--- config.mk ---
export PLATFORM = sky130hd
export DESIGN_NAME = shiftreg_univ
export DESIGN_NICKNAME = d
export VERILOG_FILES = /design/src/rtl/shiftreg_pkg.sv /design/src/rtl/shiftreg_cell.sv /design/src/rtl/shiftreg_univ.sv
export SDC_FILE = /design/constraint.sdc
export NUM_CORES = 1
export LEC_CHECK = 0
export BUFFER_PORTS_ARGS = -buffer_cell sky130_fd_sc_hd__buf_2
export CAP_MARGIN = 20
export CORE_MARGIN = 4
export CORE_UTILIZATION = 40
export DETAILED_ROUTE_END_ITERATION = 10
export PLACE_DENSITY = 0.68
export SETUP_SLACK_MARGIN = 0.05
export SLEW_MARGIN = 20
export SYNTH_ARGS = -nofsm -noshare
export SYNTH_HDL_FRONTEND = slang
export SYNTH_SLANG_ARGS = --single-unit
--- constraint.sdc ---
create_clock -name clk -period 1.55 [get_ports clk]
set_clock_uncertainty 0.05 [all_clocks]
set_input_delay 0.31 -clock clk [delete_from_list [all_inputs] [get_ports clk]]
set_output_delay 0.31 -clock clk [all_outputs]
set_load 0.03 [all_outputs]
--- src/rtl/shiftreg_pkg.sv ---
// Shared definitions for the universal shift register: mode encodings and
// a small helper used by the frame counter.
package shiftreg_pkg;

    typedef enum logic [1:0] {
        MODE_HOLD = 2'b00,
        MODE_SHR  = 2'b01,
        MODE_SHL  = 2'b10,
        MODE_LOAD = 2'b11
    } mode_e;

    // True for either shift direction; both advance the same frame counter.
    function automatic logic is_shift(input mode_e m);
        return (m == MODE_SHR) || (m == MODE_SHL);
    endfunction

endpackage

--- src/rtl/shiftreg_cell.sv ---
// One bit of the universal shift register: a 4:1 next-state select (hold,
// left neighbour, right neighbour, parallel bit) feeding one flop with an
// asynchronous active-low reset.
module shiftreg_cell
    import shiftreg_pkg::*;
(
    input  logic       clk,
    input  logic       rst,
    input  logic       i_en,
    input  logic [1:0] i_mode,
    input  logic       i_from_left,   // bit i+1 (or sin_r at the MSB), taken on shift right
    input  logic       i_from_right,  // bit i-1 (or sin_l at the LSB), taken on shift left
    input  logic       i_pdin,
    output logic       o_q
);

    logic  r_q;
    logic  w_next;
    mode_e w_mode;

    assign w_mode = mode_e'(i_mode);

    // Select the value this bit takes on the next edge.
    always_comb begin
        // NOTE: default assigned first so every path drives w_next and no latch is inferred.
        w_next = r_q;
        if (i_en) begin
            case (w_mode)
                MODE_HOLD: w_next = r_q;
                MODE_SHR:  w_next = i_from_left;
                MODE_SHL:  w_next = i_from_right;
                MODE_LOAD: w_next = i_pdin;
            endcase
        end
    end

    // Storage flop; clears immediately when rst falls.
    always_ff @(posedge clk or negedge rst) begin
        // NOTE: non-blocking assignment so every cell samples its neighbours' old values.
        if (!rst) r_q <= 1'b0;
        else      r_q <= w_next;
    end

    assign o_q = r_q;

endmodule

--- src/rtl/shiftreg_univ.sv ---
// Parametrised universal shift register (hold / shift right / shift left /
// parallel load) with serial taps at both ends and a frame counter that
// pulses frame_done once every WIDTH shifts.
module shiftreg_univ
    import shiftreg_pkg::*;
#(
    parameter int WIDTH = 8,
    parameter int CW    = $clog2(WIDTH)
) (
    input  logic             clk,
    input  logic             rst,
    input  logic             en,
    input  logic [1:0]       mode,
    input  logic             sin_r,
    input  logic             sin_l,
    input  logic [WIDTH-1:0] pdin,
    output logic [WIDTH-1:0] q,
    output logic             sout_r,
    output logic             sout_l,
    output logic [CW-1:0]    cnt,
    output logic             frame_done
);

    // Last count value of a frame; the wrap is an explicit compare so
    // non-power-of-two widths close their frame at WIDTH shifts.
    localparam logic [CW-1:0] CNT_LAST = CW'(WIDTH - 1);

    logic [WIDTH-1:0] w_q;
    logic [WIDTH-1:0] w_left_src;
    logic [WIDTH-1:0] w_right_src;
    logic [CW-1:0]    r_cnt;
    logic             r_frame_done;
    mode_e            w_mode;
    logic             w_shift;
    logic             w_load;
    logic             w_wrap;

    // Neighbour vectors: on shift right bit i takes bit i+1 (sin_r at the MSB);
    // on shift left bit i takes bit i-1 (sin_l at the LSB).
    assign w_left_src  = {sin_r, w_q[WIDTH-1:1]};
    assign w_right_src = {w_q[WIDTH-2:0], sin_l};

    for (genvar i = 0; i < WIDTH; i++) begin : g_cell
        shiftreg_cell u_cell (
            .clk          (clk),
            .rst          (rst),
            .i_en         (en),
            .i_mode       (mode),
            .i_from_left  (w_left_src[i]),
            .i_from_right (w_right_src[i]),
            .i_pdin       (pdin[i]),
            .o_q          (w_q[i])
        );
    end

    assign w_mode  = mode_e'(mode);
    assign w_shift = en && is_shift(w_mode);
    assign w_load  = en && (w_mode == MODE_LOAD);
    assign w_wrap  = (r_cnt == CNT_LAST);

    // Frame counter: shifts of either direction advance it, a load restarts
    // the frame, and frame_done is high only for the cycle after the closing shift.
    always_ff @(posedge clk or negedge rst) begin
        if (!rst) begin
            r_cnt        <= '0;
            r_frame_done <= 1'b0;
        end else begin
            r_frame_done <= 1'b0;
            if (w_load) begin
                r_cnt <= '0;
            end else if (w_shift) begin
                if (w_wrap) begin
                    r_cnt        <= '0;
                    r_frame_done <= 1'b1;
                end else begin
                    r_cnt <= r_cnt + CW'(1);
                end
            end
        end
    end

    assign q          = w_q;
    assign sout_r     = w_q[0];
    assign sout_l     = w_q[WIDTH-1];
    assign cnt        = r_cnt;
    assign frame_done = r_frame_done;

endmodule

==> results of run 1 <==
-- where the power goes --
part / internal [µW] / total, µW / leakage [µW] / switching, µW
clock network: 143 / 253 / 0.0000210 / 110
logic: 162 / 455 / 0.000285 / 293
registers: 382 / 450 / 0.000155 / 68.0
-- cells in the final DEF (no fill, tap or decap), types with 3 or more instances in the layout --
master / instances
buf_2: 28
dfrtp_1: 12
nand2_1: 9
a21oi_1: 8
a22o_2: 6
o21ai_0: 5
ha_1: 5
inv_1: 4
o21ai_1: 3
clkbuf_4: 3
-- metal layers --
| metal | wire length (µm) | share of wire, % | up-vias | GRT usage [%] |
|---|---|---|---|---|
| met3 | 98 | 6.2 | 0 | 3.21 |
| met1 | 713 | 45 | 287 | 18.2 |
| li1 | - | - | 313 | - |
| met5 | 0 | 0 | - | 0 |
| met4 | 0 | 0 | 0 | 5.38 |
| met2 | 762 | 48 | 18 | 22.3 |
-- critical path, stage by stage, from the launching register on --
cell	delay, ns
dfrtp_1	0.43
ha_1	0.22
ha_1	0.21
o41ai_1	0.35
-- final timing paths --
path	from	end	cells past startpoint
worst max-delay path	cnt[0]	cnt[0]	3
worst min-delay path	sin_r	g_cell[7].u_cell.o_q	3
worst max register to register	cnt[0]	cnt[0]	3
worst min register to register	g_cell[7].u_cell.o_q	g_cell[7].u_cell.o_q	2
max in group asynchronous	rst	g_cell[6].u_cell.o_q	2
min in group asynchronous	rst	g_cell[0].u_cell.o_q	2
-- registers in the layout, summed over array words and instances (netlist names) --
| signal | flops |
|---|---|
| cnt | 3 |
| frame_done | 1 |
| g_cell.u_cell.o_q | 8 |
-- metrics by stage --
stage               util, %  setup slack (ns)
finish                 50.8             0.188
CTS                    50.8             0.180
global route           50.8            0.0639
floorplan                 -             0.145
detailed placement     48.2           0.00600
global placement       48.2            0.0837
-- area by class of cell --
| type | instances | area [µm²] | share of cell area, % |
|---|---|---|---|
| Multi-Input combinational cell | 50 | 347 | 39.1 |
| Sequential cell | 12 | 300 | 33.9 |
| Timing Repair Buffer | 30 | 158 | 17.8 |
| Clock buffer | 4 | 36.3 | 4.09 |
| Tap cell | 25 | 31.3 | 3.53 |
| Inverter | 4 | 15.0 | 1.69 |
-- kinds of logic (layout without fill, tap and decap cells) --
group | Yosys count | after routing | synth area share (%)
simple gates | 15 | 15 | 10.3
flops | 12 | 12 | 40.4
compound gates | 30 | 30 | 27.9
buf+inv | 15 | 38 | 13.0
fa+ha+maj | 5 | 5 | 8.42
==> impl_metrics.py, run 1 <==
metrics = {
    "routing": {
        "wire_per_inst_um": 12.6,
        "ant_nets": 0,
        "route.detailed.drc": 0,
        "firstDrtPassIters": 2,
        "totalWireLength_mm": 1.57,
        "drtIter0Drc": 5,
        "vias_per_cell": 4.94,
        "vias": 618,
    },
    "final_layout": {
        "design_area_um2": 887,
        "instances_no_fill": 125,
        "area_growth_pct": 19.4,
        "fill_cells": 187,
        "nets": 121,
        "diodes": 0,
        "drive_above_1_share_pct": 42.0,
    },
    "timing": {
        "period_minus_slack_ns": 1.36,
        "drv_slew": 0,
        "worst_pin_slew_ns": 0.580,
        "tns_ns": 0,
        "relSlewSlack_pct": 61.3,
        "finalHoldViolCount": 0,
        "min_period_over_period_pct": 87.9,
        "rsz0062_at_grt": "no",
        "whs_ns": 0.267,
        "fmax_mhz": 734,
        "setup_violations": 0,
    },
    "synthesis": {
        "syn-num-nets": 97,
        "synth-seq-cells": 12,
        "synth_common_cells": "dfrtp_1, nand2_1, a21oi_1, buf_4, a22o_2",
        "synth_flop_cell": "dfrtp_1",
        "synth_seq_area_share_pct": 40.4,
        "yosysTopAreaCellShare_pct": 40.4,
        "syn_inst": 77,
        "netlist_area_um2": 743,
        "synth_most_common_cell": "dfrtp_1",
        "yosys.area.top_type": "dfrtp_1",
        "synthDistinctLibCells": 22,
        "synth_edf_count": 0,
        "async_flop_share_pct": 100,
        "avgSynthCellArea_um2": 9.65,
        "yosysWarningCount": 0,
        "synthTopCellsByArea": "dfrtp_1, ha_1, a22o_2",
    },
    "critical_path": {
        "worstSetupPathType": "reg -> reg",
        "ff2ff_setup_slack_ns": 0.19,
        "arrival_ns": 1.47,
        "endpoint_kind": "flip-flop",
        "cp_max_fo": 5,
        "crit_required_ns": 1.66,
        "cp-start-kind": "flip-flop",
    },
    "clocking": {
        "cts_tree": "yes",
        "clkLatencyLatePin_ns": 0.27,
        "clock_path_buffers": 2,
        "clkSlewWorstSetupHoldPaths_ns": 0.08,
        "clkSinkCount": 12,
        "numCtsBuffers": 3,
        "post_cts_buffers": 0,
        "hold_buffers": 1,
        "cts-resized-gates": 0,
        "root_buffer": "clkbuf_4",
        "h-tree-depth": 1,
    },
    "grt": {
        "track_usage_pct": 14.0,
        "grt_max_degree": 17,
        "grt.overflow.total": 0,
        "grt_pass1_vias": 611,
        "antenna_found_initial": 0,
        "grt_pass1_wl_mm": 2.79,
    },
    "status": {
        "status": "complete, no violations",
    },
    "place": {
        "dpl_cell_area_um2": 841,
        "gp_congestion": 0.743,
        "dp_hpwl_mm": 1.19,
        "dp.cells": 120,
        "port-buffer-count": 28,
    },
    "pwr": {
        "peakVddDrop_uv": 620,
        "finalPower_uw": 1160,
        "leakage_uw": 0.000461,
        "p_per_area_mw_per_mm2": 1310,
    },
    "die": {
        "die_w_um": 51.1,
        "die_h_um": 51.1,
        "core_area_mm2": 0.00175,
        "dieArea_mm2": 0.00261,
        "rows": 15,
        "start_util_pct": 42.6,
        "design.portCount": 29,
    },
    "job": {
        "maxCapViolations": 0,
    },
    "worst_hold_path": {
        "holdCritPathClass": "in -> reg",
    },
}
Note: power is estimated with default switching activity, not from simulation.
==> inputs of run 2 (changes only) <==
--- a/config.mk
+++ b/config.mk
@@ -15,4 +15,5 @@
 export SLEW_MARGIN = 20
 export SYNTH_ARGS = -nofsm -noshare
 export SYNTH_HDL_FRONTEND = slang
+export SYNTH_HIERARCHICAL = 1
 export SYNTH_SLANG_ARGS = --single-unit
==> run 2 against run 1 <==
- final area grew 9.6%
- maximum frequency grew 4.3%
- global-route usage grew 0.62 points
- area after synthesis grew 0.50%
- highest routed layer is now met4
==> impl_metrics.py, run 2 <==
metrics = {
    "synthesis": {
        "avgSynthCellArea_um2": 9.96,
        "yosysTopAreaCellShare_pct": 40.2,
        "synth_most_common_cell": "dfrtp_1",
        "synth-seq-cells": 12,
        "yosysWarningCount": 6,
        "synth_edf_count": 0,
        "synth_flop_cell": "dfrtp_1",
        "syn_inst": 75,
        "yosys.area.top_type": "dfrtp_1",
        "synth_common_cells": "dfrtp_1, nor2_1",
        "synth_seq_area_share_pct": 40.2,
        "synthTopCellsByArea": "dfrtp_1, o221a_2, mux2i_1",
        "synthDistinctLibCells": 17,
        "async_flop_share_pct": 100,
        "syn-num-nets": 93,
        "netlist_area_um2": 747,
    },
    "die": {
        "core_area_mm2": 0.00175,
        "die_w_um": 51.2,
        "rows": 15,
        "design.portCount": 29,
        "die_h_um": 51.2,
        "start_util_pct": 42.8,
        "dieArea_mm2": 0.00262,
    },
    "critical_path": {
        "cp.depth": 4,
        "crit_required_ns": 1.69,
        "worstSetupPathType": "reg -> reg",
        "cp-start-kind": "flip-flop",
        "endpoint_kind": "flip-flop",
        "cp_common_cell": "ha_1",
        "cp_max_fo": 4,
        "path_cells": "ha_1, ha_1, nand4b_1, o211ai_1",
        "critPathBufInv": 0,
        "cp_slowest_cell": "dfrtp_1",
        "slowest_delay_ns": 0.42,
        "path_delay_family": "flip-flops",
        "arrival_ns": 1.45,
        "worstRegToRegCells": 4,
    },
    "clocking": {
        "clkLatencyLatePin_ns": 0.27,
        "clkSlewWorstSetupHoldPaths_ns": 0.08,
        "root_buffer": "clkbuf_4",
        "clkSinkCount": 12,
        "h-tree-depth": 1,
        "cts-resized-gates": 0,
        "cts_tree": "yes",
        "numCtsBuffers": 3,
        "clock_path_buffers": 2,
    },
    "grt": {
        "grt_pass1_vias": 584,
        "antenna_found_initial": 0,
        "grt_pass1_wl_mm": 2.88,
        "grt_max_degree": 29,
        "grt.overflow.total": 0,
        "track_usage_pct": 14.6,
    },
    "routing": {
        "vias_per_cell": 5.38,
        "vias": 721,
        "drtIter0Drc": 14,
        "totalWireLength_mm": 1.78,
        "wire_per_inst_um": 13.3,
        "ant_nets": 0,
        "route.detailed.drc": 0,
        "firstDrtPassIters": 4,
    },
    "timing": {
        "whs_ns": 0.387,
        "worst_pin_slew_ns": 0.444,
        "drv_slew": 0,
        "fmax_mhz": 765,
        "rsz0062_at_grt": "no",
        "period_minus_slack_ns": 1.31,
        "relSlewSlack_pct": 70.4,
        "finalHoldViolCount": 0,
        "setup_violations": 0,
        "tns_ns": 0,
        "min_period_over_period_pct": 84.3,
        "layout_setup_ws_ns": 0.244,
    },
    "final_layout": {
        "area_growth_pct": 30.2,
        "largest_reg_flops": 8,
        "final_cell_mix": "buf_2, dfrtp_1, nor2_1",
        "diodes": 0,
        "drive_above_1_share_pct": 40.4,
        "final_common_cell": "buf_2",
        "instances_no_fill": 134,
        "nets": 128,
        "design_area_um2": 972,
    },
    "worst_hold_path": {
        "whs_path_depth": 4,
        "holdCritPathClass": "in -> reg",
    },
    "place": {
        "gp_congestion": 0.740,
        "dpl_cell_area_um2": 926,
        "dp.cells": 129,
        "dp_hpwl_mm": 1.30,
        "port-buffer-count": 28,
        "place_ws_ns": 0.142,
    },
    "pwr": {
        "p_per_area_mw_per_mm2": 1240,
        "peakVddDrop_uv": 561,
        "leakage_uw": 0.000502,
    },
    "status": {
        "status": "complete, no violations",
    },
    "job": {
        "maxCapViolations": 0,
    },
}
-- run 2: cell types whose count changed after synthesis, moves of 3 or more --
cell     delta
a21oi_1     -8
a22o_2      -6
a31oi_1     +7
buf_4       -6
inv_1       +4
mux2i_1     +8
nand2_1     -9
nand3_1     +8
nor2_1      +8
o21ai_0     -4
o21ai_1     -3
o221a_2     +8
-- run 2: final cells by class --
class	instances	area, µm²
clock buffers	4	36.3
repair buffers	32	173
well taps	25	31.3
multi-input cells	53	402
inverters	8	30.0
fillers	181	773
flip-flops and latches	12	300
-- run 2: cells by family (layout without fill, tap and decap cells) --
family / after synthesis / count (layout) / synth area share [%]
muxes: 8 / 8 / 10.7
AOI/OAI and AO/OA: 20 / 20 / 22.8
adders and majority gates: 3 / 3 / 5.03
and+or+nand+nor: 22 / 22 / 15.2
DFF: 12 / 12 / 40.2
buffers and inverters: 10 / 44 / 6.03
-- run 2: tightest hold or removal path: cells and delay by family --
family / cells / cell delay (ns)
muxes: 1 / 0.06
buffers and inverters: 1 / 0.08
and+or+nand+nor: 1 / 0.07
AOI/OAI and AO/OA: 1 / 0.16
-- run 2: final timing paths --
path	startpoint	to	slack, ns
setup / recovery	cnt[0]	cnt[1]	0.24
hold / removal	pdin[4]	g_cell[4].u_cell/o_q	0.39
setup reg to reg	cnt[0]	cnt[1]	0.24
hold reg to reg	cnt[0]	cnt[0]	0.52
max in group asynchronous	rst	g_cell[0].u_cell/o_q	0.84
min in group asynchronous	rst	g_cell[6].u_cell/o_q	0.40
-- run 2: what timing repair did --
item | in CTS | in global routing
setup buffers | 0 | 0
hold endpoints to repair | 12 | 0
hold buffers | 1 | 0
-- run 2: power by group --
| group | internal, µW | switching, µW | leakage [µW] |
|---|---|---|---|
| clock network | 143 | 106 | 0.0000210 |
| registers | 382 | 80.5 | 0.000141 |
| logic | 192 | 304 | 0.000340 |
| total | 717 | 491 | 0.000502 |
-- run 2: routing by layer --
layer | global-route usage (%) | part of all wire (%) | vias up
met5 | 0 | 0 | -
met3 | 4.96 | 7.0 | 2
met4 | 5.24 | 0.73 | 0
li1 | - | - | 356
met2 | 21.0 | 46 | 25
met1 | 20.2 | 46 | 338
-- run 2: stage by stage --
step           util, %  power, µW
4_1_cts           55.7       1220
2_1_floorplan        -        801
3_3_place_gp      53.0        959
6_report          55.7       1210
5_1_grt           55.7       1290
3_5_place_dp      53.0        967
==> inputs of run 3 (changes only) <==
==> constraint.sdc (replaced) <==
create_clock -name clk -period 1.3 [get_ports clk]
set_clock_uncertainty 0.05 [all_clocks]
set_input_delay 0.26 -clock clk [delete_from_list [all_inputs] [get_ports clk]]
set_output_delay 0.26 -clock clk [all_outputs]
set_load 0.03 [all_outputs]
==> run 3 against run 2 <==
- core utilization rose by 7.4 points
- sequential share of layout area fell by 3.3 points
- clock power grew 18%
- power grew 34%
- maximum frequency grew 5.3%
- critical path type unchanged
- highest routed layer unchanged
==> impl_metrics.py, run 3 (synthesized netlist as in run 2, its figures left out) <==
metrics = {
    "pwr": {
        "switching_share_pct": 38.6,
        "finalPower_uw": 1630,
        "p_per_area_mw_per_mm2": 1480,
        "p_switching_uw": 627,
        "leakage_uw": 0.000551,
        "p_int_uw": 998,
        "p_seq_share_pct": 34.2,
        "peakVddDrop_uv": 743,
        "combPwrFrac_pct": 47.7,
        "clock_power_share_pct": 18.1,
    },
    "routing": {
        "wl_met1_um": 871,
        "top_layer": "met4",
        "wl_met2_um": 866,
        "vias_per_cell": 5.16,
        "wire_per_inst_um": 12.9,
        "met3_length_um": 108,
        "firstDrtPassIters": 5,
        "vias": 743,
        "totalWireLength_mm": 1.86,
        "drtIter0Drc": 10,
        "ant_nets": 0,
        "route.detailed.drc": 0,
    },
    "critical_path": {
        "path_delay_family": "flip-flops",
        "cp_common_cell": "ha_4",
        "path_cells": "ha_4, ha_4, buf_4, nor2_1, a22o_1",
        "cp-start-kind": "flip-flop",
        "cp_slowest_cell": "dfrtp_2",
        "worstSetupPathType": "reg -> reg",
        "crit_required_ns": 1.46,
        "slowest_delay_ns": 0.45,
        "endpoint_kind": "flip-flop",
        "critPathBufInv": 1,
        "cp_max_fo": 4,
        "arrival_ns": 1.40,
    },
    "clocking": {
        "root_buffer": "clkbuf_4",
        "clkSinkCount": 12,
        "clkLatencyLatePin_ns": 0.27,
        "clock_path_buffers": 2,
        "numCtsBuffers": 3,
        "h-tree-depth": 1,
        "clkSlewWorstSetupHoldPaths_ns": 0.08,
        "cts_tree": "yes",
    },
    "grt": {
        "track_usage_pct": 14.7,
        "grt.overflow.total": 0,
        "antenna_found_initial": 0,
        "grt_pass1_wl_mm": 2.89,
        "grt_max_degree": 29,
        "grt_pass1_vias": 634,
    },
    "final_layout": {
        "area_growth_pct": 47.4,
        "largest_reg_flops": 8,
        "nets": 138,
        "utilization_pct": 63.1,
        "multi_input_area_um2": 427,
        "final_common_cell": "buf_2",
        "diodes": 0,
        "drive_above_1_share_pct": 49.6,
        "register_area_um2": 304,
        "final_cell_mix": "buf_2, buf_4, clkbuf_4",
        "fill_cells": 161,
    },
    "die": {
        "design.portCount": 29,
        "dieArea_mm2": 0.00262,
        "die_h_um": 51.2,
        "die_w_um": 51.2,
        "core_area_mm2": 0.00175,
        "start_util_pct": 42.8,
        "rows": 15,
    },
    "timing": {
        "finalHoldViolCount": 0,
        "rsz0062_at_grt": "yes",
        "layout_setup_ws_ns": 0.0591,
        "fmax_mhz": 806,
        "setup_violations": 0,
        "drv_slew": 0,
        "min_period_over_period_pct": 95.5,
        "relSlewSlack_pct": 70.3,
        "tns_ns": 0,
        "period_minus_slack_ns": 1.24,
        "worst_pin_slew_ns": 0.446,
    },
    "place": {
        "place_ws_ns": -0.0204,
        "dp_hpwl_mm": 1.22,
        "port-buffer-count": 28,
        "gp_congestion": 0.710,
    },
    "job": {
        "maxCapViolations": 0,
    },
    "worst_hold_path": {
        "holdCritPathClass": "in -> reg",
    },
    "status": {
        "status": "complete, no violations",
    },
}
## run 3: cell count changes in the layout (fill, tap and decap cells not counted), sizes merged
cell	delta
buf	+2
clkbuf	+8
## run 3: per-layer routing
metal  GRT usage (%)  vias to the layer above
met3            5.83                        2
li1                -                      375
met1            18.5                      346
met4            3.93                        0
met2            23.4                       20
met5               0                        -
## run 3: what timing repair did
action	CTS	global route
resized for setup	0	13
pin swaps	0	2
setup buffers	1	10
hold buffers	1	0
endpoints found under the hold margin	12	0
endpoints found under the setup margin	1	12
## run 3: power groups by stage
stage          Sequential, µW  Clock [µW]  Combinational, µW
4_1_cts                   572         299                649
3_5_place_dp              580           0                618
2_1_floorplan             731           0                264
3_3_place_gp              578           0                613
6_report                  556         294                775
5_1_grt                   572         311                846
## run 3: final timing paths
| path | end | slack, ns | cells past startpoint | startpoint |
|---|---|---|---|---|
| setup / recovery | cnt[0] | 0.06 | 5 | cnt[0] |
| hold / removal | g_cell[7].u_cell/o_q | 0.33 | 4 | pdin[7] |
| setup reg to reg | cnt[0] | 0.06 | 5 | cnt[0] |
| hold reg to reg | cnt[0] | 0.53 | 1 | cnt[0] |
| max in group asynchronous | g_cell[1].u_cell/o_q | 0.62 | 2 | rst |
| min in group asynchronous | frame_done | 0.34 | 2 | rst |
## run 3: final cells by class
cell class / count / share of cell area (%)
multi-input combinational: 53 / 38.7
sequential: 12 / 27.6
timing repair buffer: 42 / 24.8
clock buffer: 4 / 3.30
tap: 25 / 2.84
inverter: 8 / 2.73
## run 3: worst min-delay path, delay by kind of cell
family                 cells  cell delay, ns
buffers and inverters      1            0.08
AND/OR/NAND/NOR            1            0.08
multiplexers               1            0.05
AO/OA/AOI/OAI              1            0.16
## run 3: metrics by stage
stage	area [µm²]	cells	hold slack, ns
after floorplan	774	75	-0.0856
after global placement	946	128	0.103
after detailed placement	946	128	0.103
after CTS	1000	134	0.334
after global routing	1100	144	0.351
final	1100	144	0.335
